==> config.mk <==
export PLATFORM = sky130hd
export DESIGN_NAME = rr_mux4
export DESIGN_NICKNAME = d
export VERILOG_FILES = /design/src/rtl/rr_mux_pkg.sv /design/src/rtl/rr_arb4.sv /design/src/rtl/rr_mux4.sv
export SDC_FILE = /design/constraint.sdc
export NUM_CORES = 1
export LEC_CHECK = 0
export BUFFER_PORTS_ARGS = -buffer_cell sky130_fd_sc_hd__buf_2
export CAP_MARGIN = 30
export CELL_PAD_IN_SITES_DETAIL_PLACEMENT = 1
export CELL_PAD_IN_SITES_GLOBAL_PLACEMENT = 2
export CORE_UTILIZATION = 25
export DETAILED_ROUTE_END_ITERATION = 16
export GPL_TIMING_DRIVEN = 0
export PLACE_DENSITY_LB_ADDON = 0.1
export SETUP_SLACK_MARGIN = 0.05
export SYNTH_ARGS = -nofsm -noshare
export SYNTH_HDL_FRONTEND = slang
export SYNTH_SLANG_ARGS = --single-unit
==> constraint.sdc <==
create_clock -name clk -period 4.03 [get_ports clk]
set_input_delay 0.403 -clock clk [delete_from_list [all_inputs] [get_ports clk]]
set_output_delay 0.403 -clock clk [all_outputs]
set_load 0.1 [all_outputs]
==> src/rtl/rr_mux_pkg.sv <==
// Shared channel-index types for the 4-way round-robin mux and its demux4 counterpart.
package rr_mux_pkg;
    localparam int NUM_CH = 4;
    localparam int SEL_W  = 2;

    typedef logic [SEL_W-1:0] ch_sel_t;
endpackage

==> src/rtl/rr_arb4.sv <==
// Rotating-priority 4-way arbiter: owns the priority pointer and the one-hot grant.
module rr_arb4
    import rr_mux_pkg::*;
(
    input  logic                clk,
    input  logic                rst_n,
    input  logic [NUM_CH-1:0]   req,
    input  logic                advance,
    input  ch_sel_t             adv_idx,
    output logic [NUM_CH-1:0]   grant
);
    ch_sel_t           ptr;
    logic [NUM_CH-1:0] rot;
    logic              found;

    // Rotate requests so the pointer's channel sits at bit 0, then take the lowest set bit.
    always_comb begin
        grant = '0;
        found = 1'b0;
        rot   = NUM_CH'({req, req} >> ptr);
        for (int j = 0; j < NUM_CH; j++) begin
            if (!found && rot[j]) begin
                found                   = 1'b1;
                grant[ptr + ch_sel_t'(j)] = 1'b1;
            end
        end
    end

    always_ff @(posedge clk or negedge rst_n) begin
        if (!rst_n) begin
            ptr <= '0;
        end else if (advance) begin
            ptr <= adv_idx + ch_sel_t'(1);
        end
    end
endmodule

==> src/rtl/rr_mux4.sv <==
// Four valid/ready sources merged round-robin into one registered stream tagged with source index.
module rr_mux4
    import rr_mux_pkg::*;
#(
    parameter int WIDTH = 4
) (
    input  logic              clk,
    input  logic              rst_n,
    input  logic [WIDTH-1:0]  in0,
    input  logic [WIDTH-1:0]  in1,
    input  logic [WIDTH-1:0]  in2,
    input  logic [WIDTH-1:0]  in3,
    input  logic [3:0]        in_valid,
    output logic [3:0]        in_ready,
    output logic [WIDTH-1:0]  out,
    output logic [1:0]        out_sel,
    output logic              out_valid,
    input  logic              out_ready
);
    logic              load;
    logic              xfer;
    logic [NUM_CH-1:0] grant;
    ch_sel_t           grant_idx;
    logic [WIDTH-1:0]  grant_data;

    assign load     = !out_valid || out_ready;
    assign xfer     = load && (|grant);
    assign in_ready = {NUM_CH{load}} & grant;

    rr_arb4 u_arb (
        .clk     (clk),
        .rst_n   (rst_n),
        .req     (in_valid),
        .advance (xfer),
        .adv_idx (grant_idx),
        .grant   (grant)
    );

    always_comb begin
        grant_idx = '0;
        for (int i = 0; i < NUM_CH; i++) begin
            if (grant[i]) grant_idx = ch_sel_t'(i);
        end
    end

    always_comb begin
        case (grant_idx)
            2'd0:    grant_data = in0;
            2'd1:    grant_data = in1;
            2'd2:    grant_data = in2;
            default: grant_data = in3;
        endcase
    end

    // Empty cycle with a free register drops out_valid but keeps the last word and tag.
    always_ff @(posedge clk or negedge rst_n) begin
        if (!rst_n) begin
            out       <= '0;
            out_sel   <= '0;
            out_valid <= 1'b0;
        end else if (load) begin
            if (xfer) begin
                out       <= grant_data;
                out_sel   <= grant_idx;
                out_valid <= 1'b1;
            end else begin
                out_valid <= 1'b0;
            end
        end
    end
endmodule

==> Yosys cells after proc, flatten, opt, wreduce, memory -nomap -nowiden <==
Cells that the tools add are included.
{ "classes": {"add_sub_neg": 4, "order_cmp": 8, "eq_ne": 2, "shift": 1, "muxes": 20, "bitwise_logic": 4, "n_reduce_logical": 16} }
{ "ops": {"columns": ["operator", "count"], "rows": [
  ["4-bit 2-to-1 mux", 4],
  ["2-bit by 3-bit less-than comparator with 1-bit output (second input constant)", 4],
  ["4-bit OR", 3],
  ["4-bit case mux with 3 select lines", 1],
  ["1-bit 2-to-1 mux", 9],
  ["1-bit demux with 2-bit select", 4],
  ["2-bit by 1-bit >= comparator with 1-bit output (second input constant)", 4],
  ["1-bit logical AND", 8],
  ["8-bit by 2-bit right shift with 4-bit output", 1],
  ["2-bit by 1-bit adder with 2-bit output (second input constant)", 2],
  ["2-bit adder (second input constant)", 2],
  ["4-bit AND", 1],
  ["1-bit zero test", 4],
  ["2-bit 2-to-1 mux", 2],
  ["4-bit OR reduction", 1],
  ["2-bit by 1-bit == test with 1-bit output (second input constant)", 1],
  ["2-bit == test (second input constant)", 1],
  ["2-bit zero test", 1],
  ["2-bit AND reduction", 1],
  ["1-bit logical OR", 1]
]} }
{ "word_totals": {"ff_bits": 9, "output_inout_bits": 11} }

==> Depth between registers and ports, before layout <==
{ "depth": {"word_depth": 16, "ltp_mapped": 8} }

==> Modules after synthesis <==
Synthesis repeated with hierarchy kept, for this count alone.
{ "unflattened": {"cells_unflattened": 76, "hier_area_um2": 670.6} }
{ "by_module_without_submodules": {"columns": ["module", "n_inst", "cells_per_inst", "area_each_um2", "seq_area_each_um2"], "rows": [
  ["rr_mux4", 1, 52, 480.5, 175.2],
  ["rr_arb4", 1, 24, 190.2, 50.0]
]} }

==> Least setup slack after synthesis <==
Ideal clock, no wire load.
{ "synth_timing": {"kind": "reg-to-output", "startpoint": "register out_valid", "endpoint": "output port in_ready[3]", "t_arrival_ps": 2440, "t_required_ps": 3627, "path_slack_ps": 1187, "path_stages_with_launch": 4, "n_path_buf": 0, "path_cell_list": "dfrtp_1 > nand2_1 > o211ai_1 > nor2_1"} }
{ "synth_via": {"elab_chain_cells": 3} }
{ "synth_rtl": {"columns": ["item", "line", "source"], "rows": [
  ["start: declaration", "rr_mux4.sv:17", "output logic out_valid,"],
  ["start signal: assignment", "rr_mux4.sv:60", "out_valid <= 1'b0;"],
  ["start signal: assignment", "rr_mux4.sv:65", "out_valid <= 1'b1;"],
  ["start signal: assignment", "rr_mux4.sv:67", "out_valid <= 1'b0;"],
  ["1-bit zero test", "rr_mux4.sv:26", "assign load = !out_valid || out_ready;"],
  ["1-bit logical OR", "rr_mux4.sv:26", null],
  ["4-bit AND", "rr_mux4.sv:28", "assign in_ready = {NUM_CH{load}} & grant;"],
  ["end: declaration", "rr_mux4.sv:14", "output logic [3:0] in_ready,"]
]} }
No other way between the ends.

==> Worst setup path after layout <==
{ "layout_timing": {"startpoint": "register u_arb.ptr[1]", "endpoint": "output port in_ready[2]"} }
{ "layout_via": {"elab_chain_cells": 12, "elab_cells_between_ends": 41, "classes_between": "add/sub: 3; order compare: 8; shift: 1; mux: 15; bitwise: 4; reduce/logical: 10"} }
{ "layout_rtl": {"columns": ["item", "line", "source"], "rows": [
  ["start: declaration", "rr_arb4.sv:12", "ch_sel_t ptr;"],
  ["start signal: assignment", "rr_arb4.sv:33", "ptr <= adv_idx + ch_sel_t'(1);"],
  ["2-bit by 1-bit adder with 2-bit output (tied with other cells)", "rr_arb4.sv:24", "grant[ptr + ch_sel_t'(j)] = 1'b1;"],
  ["2-bit by 3-bit less-than comparator with 1-bit output (not written as such) (tied with other cells)", "rr_arb4.sv:24", null],
  ["1-bit logical AND (not written as such) (tied with other cells)", "rr_arb4.sv:24", null],
  ["1-bit 2-to-1 mux (not written as such) (tied with other cells)", "rr_arb4.sv:24", null],
  ["1-bit demux with 2-bit select (tied with other cells)", null, null],
  ["4-bit OR (no source line) or 1-bit zero test (tied branches)", null, null],
  ["4-bit 2-to-1 mux or 1-bit logical AND (tied branches)", "rr_arb4.sv:22", "if (!found && rot[j]) begin"],
  ["4-bit OR (no source line) or 1-bit 2-to-1 mux (tied branches)", null, null],
  ["4-bit 2-to-1 mux or 1-bit zero test (tied branches)", "rr_arb4.sv:22", null],
  ["4-bit OR (no source line) or 1-bit logical AND (tied branches)", null, null],
  ["4-bit 2-to-1 mux (*)", "rr_arb4.sv:22", null],
  ["4-bit AND (*)", "rr_mux4.sv:28", null]
]} }
Mark *: on every way between the ends. The rest lies on a longest branch, timed or not.

==> flow_summary.toml <==
[run_status]
status = "finished, violations left"
violations = "DRC"

[die]
start_util_pct = 27.2
boundaryPins = 34
core_area_um2 = 2830
die_w_um = 57.5
row_count = 19
die_h_um = 57.5
die_area_um2 = 3300

[final_layout]
nets = 148
seqCellArea_um2 = 225
postLayoutCoreUtil_pct = 35.0
drive_gt1_share_pct = 37.2
finalInstanceArea_um2 = 990
multi_input_area_um2 = 487
syn_to_final_growth_pct = 28.6
diodes = 0
n_fill_cell = 357

[routing]
routedWlPerCell_um = 13.3
drc = 1
dr.pass1.iters = 12
drtAntennaViolNets = 0
drt_iter0_drc = 30
viasPerCell = 5.14
dr_wl_met3_um = 100
met2_wirelength_um = 894
routed.top_layer = "met4"
wl_met1_um = 1010
vias = 781
wirelength_um = 2020

[place]
portBuffers = 29
dp_hpwl_um = 1650
place_congestion = 0.720
postPlaceCellArea_um2 = 953

[timing]
fmax_mhz = 467
slew_violations = 0
tightest_slew_ns = 0.485
holdWs_ns = 0.419
finalCritPeriodShare_pct = 53.1
rsz0062_at_grt = "false"
period_minus_slack_ns = 2.14
clock_skew_ns = 0.00498
final.setup.tns_ns = 0
hold_violations = 0
setup_viol = 0
slew_headroom_pct = 67.9

[worst_setup_path]
start_kind = "flip-flop"
cp.arrival_ns = 1.74
end_kind = "output port"
required_ns = 3.63
cp_max_fo = 10
critPathKind = "flip-flop to output port"

[global_routing]
track_usage_pct = 13.0
antenna_found_initial = 0
grt_pass1_wl_um = 3330
grt-ovfl-total = 0
grt_max_degree = 11
grt_pass1_vias = 751

[clock_network]
cts_made_buffers = 3
cts_buffer_depth = 2
htreeDepth = 1
clk_pin_slew_ns = 0.06
clock-sinks = 9
cts_tree = "yes"
post_cts_buffers = 0
cts_root_buffer = "clkbuf_4"
clk_latency_ns = 0.26

[logic_synthesis]
yosysTopAreaCell = "dfrtp_1"
ys_seq_area_share_pct = 29.3
syn_nets = 113
synth.cell_area_um2 = 769
synthCells = 87
yosysTopAreaCellShare_pct = 29.3
syn_avg_cell_area_um2 = 8.84
synth_cell_type_count = 29
synth_seq_cells = 9
yosys-top-cells-area = "dfrtp_1 29%, nand2b_1 5.7%, a222oi_1 5.2%, mux2i_1 5.2%, ha_1 4.9%"
yosys_warnings = 0

[power_and_ir_drop]
power_density_nw_per_um2 = 749
p_leak_uw = 0.000470
ir_drop_mv = 0.231

[hold_path]
hold_path.class = "primary input to flip-flop"

[run]
maxCapViolations = 0
==> Yosys cell counts <==
library cell  number
dfrtp_1            9
nand2b_1           7
nor2_1             7
a21oi_1            6
nand2_1            6
inv_1              5
a222oi_1           4
a31oi_1            4
buf_2              4
mux2i_1            4
o21ai_0            4
ha_1               3
and3_1             2
mux2_4             2
nand3_1            2
nor2b_1            2
nor3_1             2
o22ai_1            2
or2b_1             2
a21o_2             1
a21oi_2            1
a21oi_4            1
buf_4              1
buf_6              1
nor4_4             1
o2111a_1           1
o211ai_1           1
o31a_1             1
o32ai_2            1
==> logic make-up after synthesis <==
group	after synthesis	synth area share, %
AO/OA/AOI/OAI	27	26.7
adder cells (fa/ha/maj)	3	4.88
buffers and inverters	11	7.48
flip-flops	9	29.3
multiplexers	6	9.11
AND/OR/NAND/NOR	31	22.6
==> placed cells by master, fill, tap and decap left out, drive strengths merged <==
cell type	synthesis	layout
ha	3	3
nor4	1	1
and3	2	2
nand3	2	2
nor2b	2	2
buf	6	35
o22ai	2	2
o21ai	4	4
a21o	1	1
o32ai	1	1
nand2b	7	7
a31oi	4	4
a222oi	4	4
o31a	1	1
clkbuf	0	4
dfrtp	9	9
mux2i	4	4
mux2	2	2
nand2	6	6
a21oi	8	8
nor3	2	2
nor2	7	7
inv	5	5
o211ai	1	1
or2b	2	2
o2111a	1	1
dlygate4sd3	0	1
==> timing repair <==
action	in CTS	in global routing
hold buffers	1	0
gates resized for setup	0	0
hold endpoints to repair	9	0
setup endpoints to repair	0	0
==> worst paths after layout <==
path / depth (start not counted) / slack (ns) / end / start
max: 6 / 1.89 / in_ready[2] / u_arb.ptr[1]
min: 3 / 0.42 / out_valid / in_valid[0]
max reg2reg: 8 / 1.99 / out[0] / u_arb.ptr[1]
min reg2reg: 1 / 0.51 / out_sel[1] / out_sel[1]
max in group asynchronous: 2 / 3.33 / out[3] / rst_n
min in group asynchronous: 2 / 0.52 / out_sel[1] / rst_n
==> worst max-delay path: stages, from the launching register on <==
cell and delay [ns]:
dfrtp_1 0.36, buf_2 0.17, inv_1 0.18, a21oi_1 0.09, o22ai_1 0.10, and3_1 0.16, buf_2 0.42
==> power breakdown <==
group          internal [µW]  total [µW]  leakage, µW  switching [µW]
combinational            125         529     0.000353             404
clock                   38.1        67.9    0.0000150            29.8
sequential               128         144     0.000102            16.1
total                    291         741     0.000470             450
==> flip-flops by register name, summed over array words and instances (netlist names) <==
name / flops
out_valid: 1
out_sel: 2
out: 4
u_arb.ptr: 2
==> cell type report <==
cell class              instances  share of cell area [%]
repair buffers                 30                    15.7
inverters                       5                    1.90
multi-input cells              67                    49.2
plain buffers                   6                    3.92
flip-flops and latches          9                    22.8
well taps                      31                    3.92
clock buffers                   4                    2.65
==> through the flow <==
stage / power [µW] / cells / setup slack (ns)
floorplan: 584 / 87 / 1.19
CTS: 749 / 152 / 1.88
global route: 789 / 152 / 1.76
finish: 741 / 152 / 1.89
global placement: 678 / 147 / 1.88
detailed placement: 677 / 147 / 1.90
==> layer usage <==
| metal | vias up | GRT usage [%] |
|---|---|---|
| met3 | 2 | 3.40 |
| met5 | - | 0 |
| met4 | 0 | 3.14 |
| met1 | 361 | 18.8 |
| li1 | 388 | - |
| met2 | 30 | 19.1 |
Note: power is estimated with default switching activity, not from simulation.
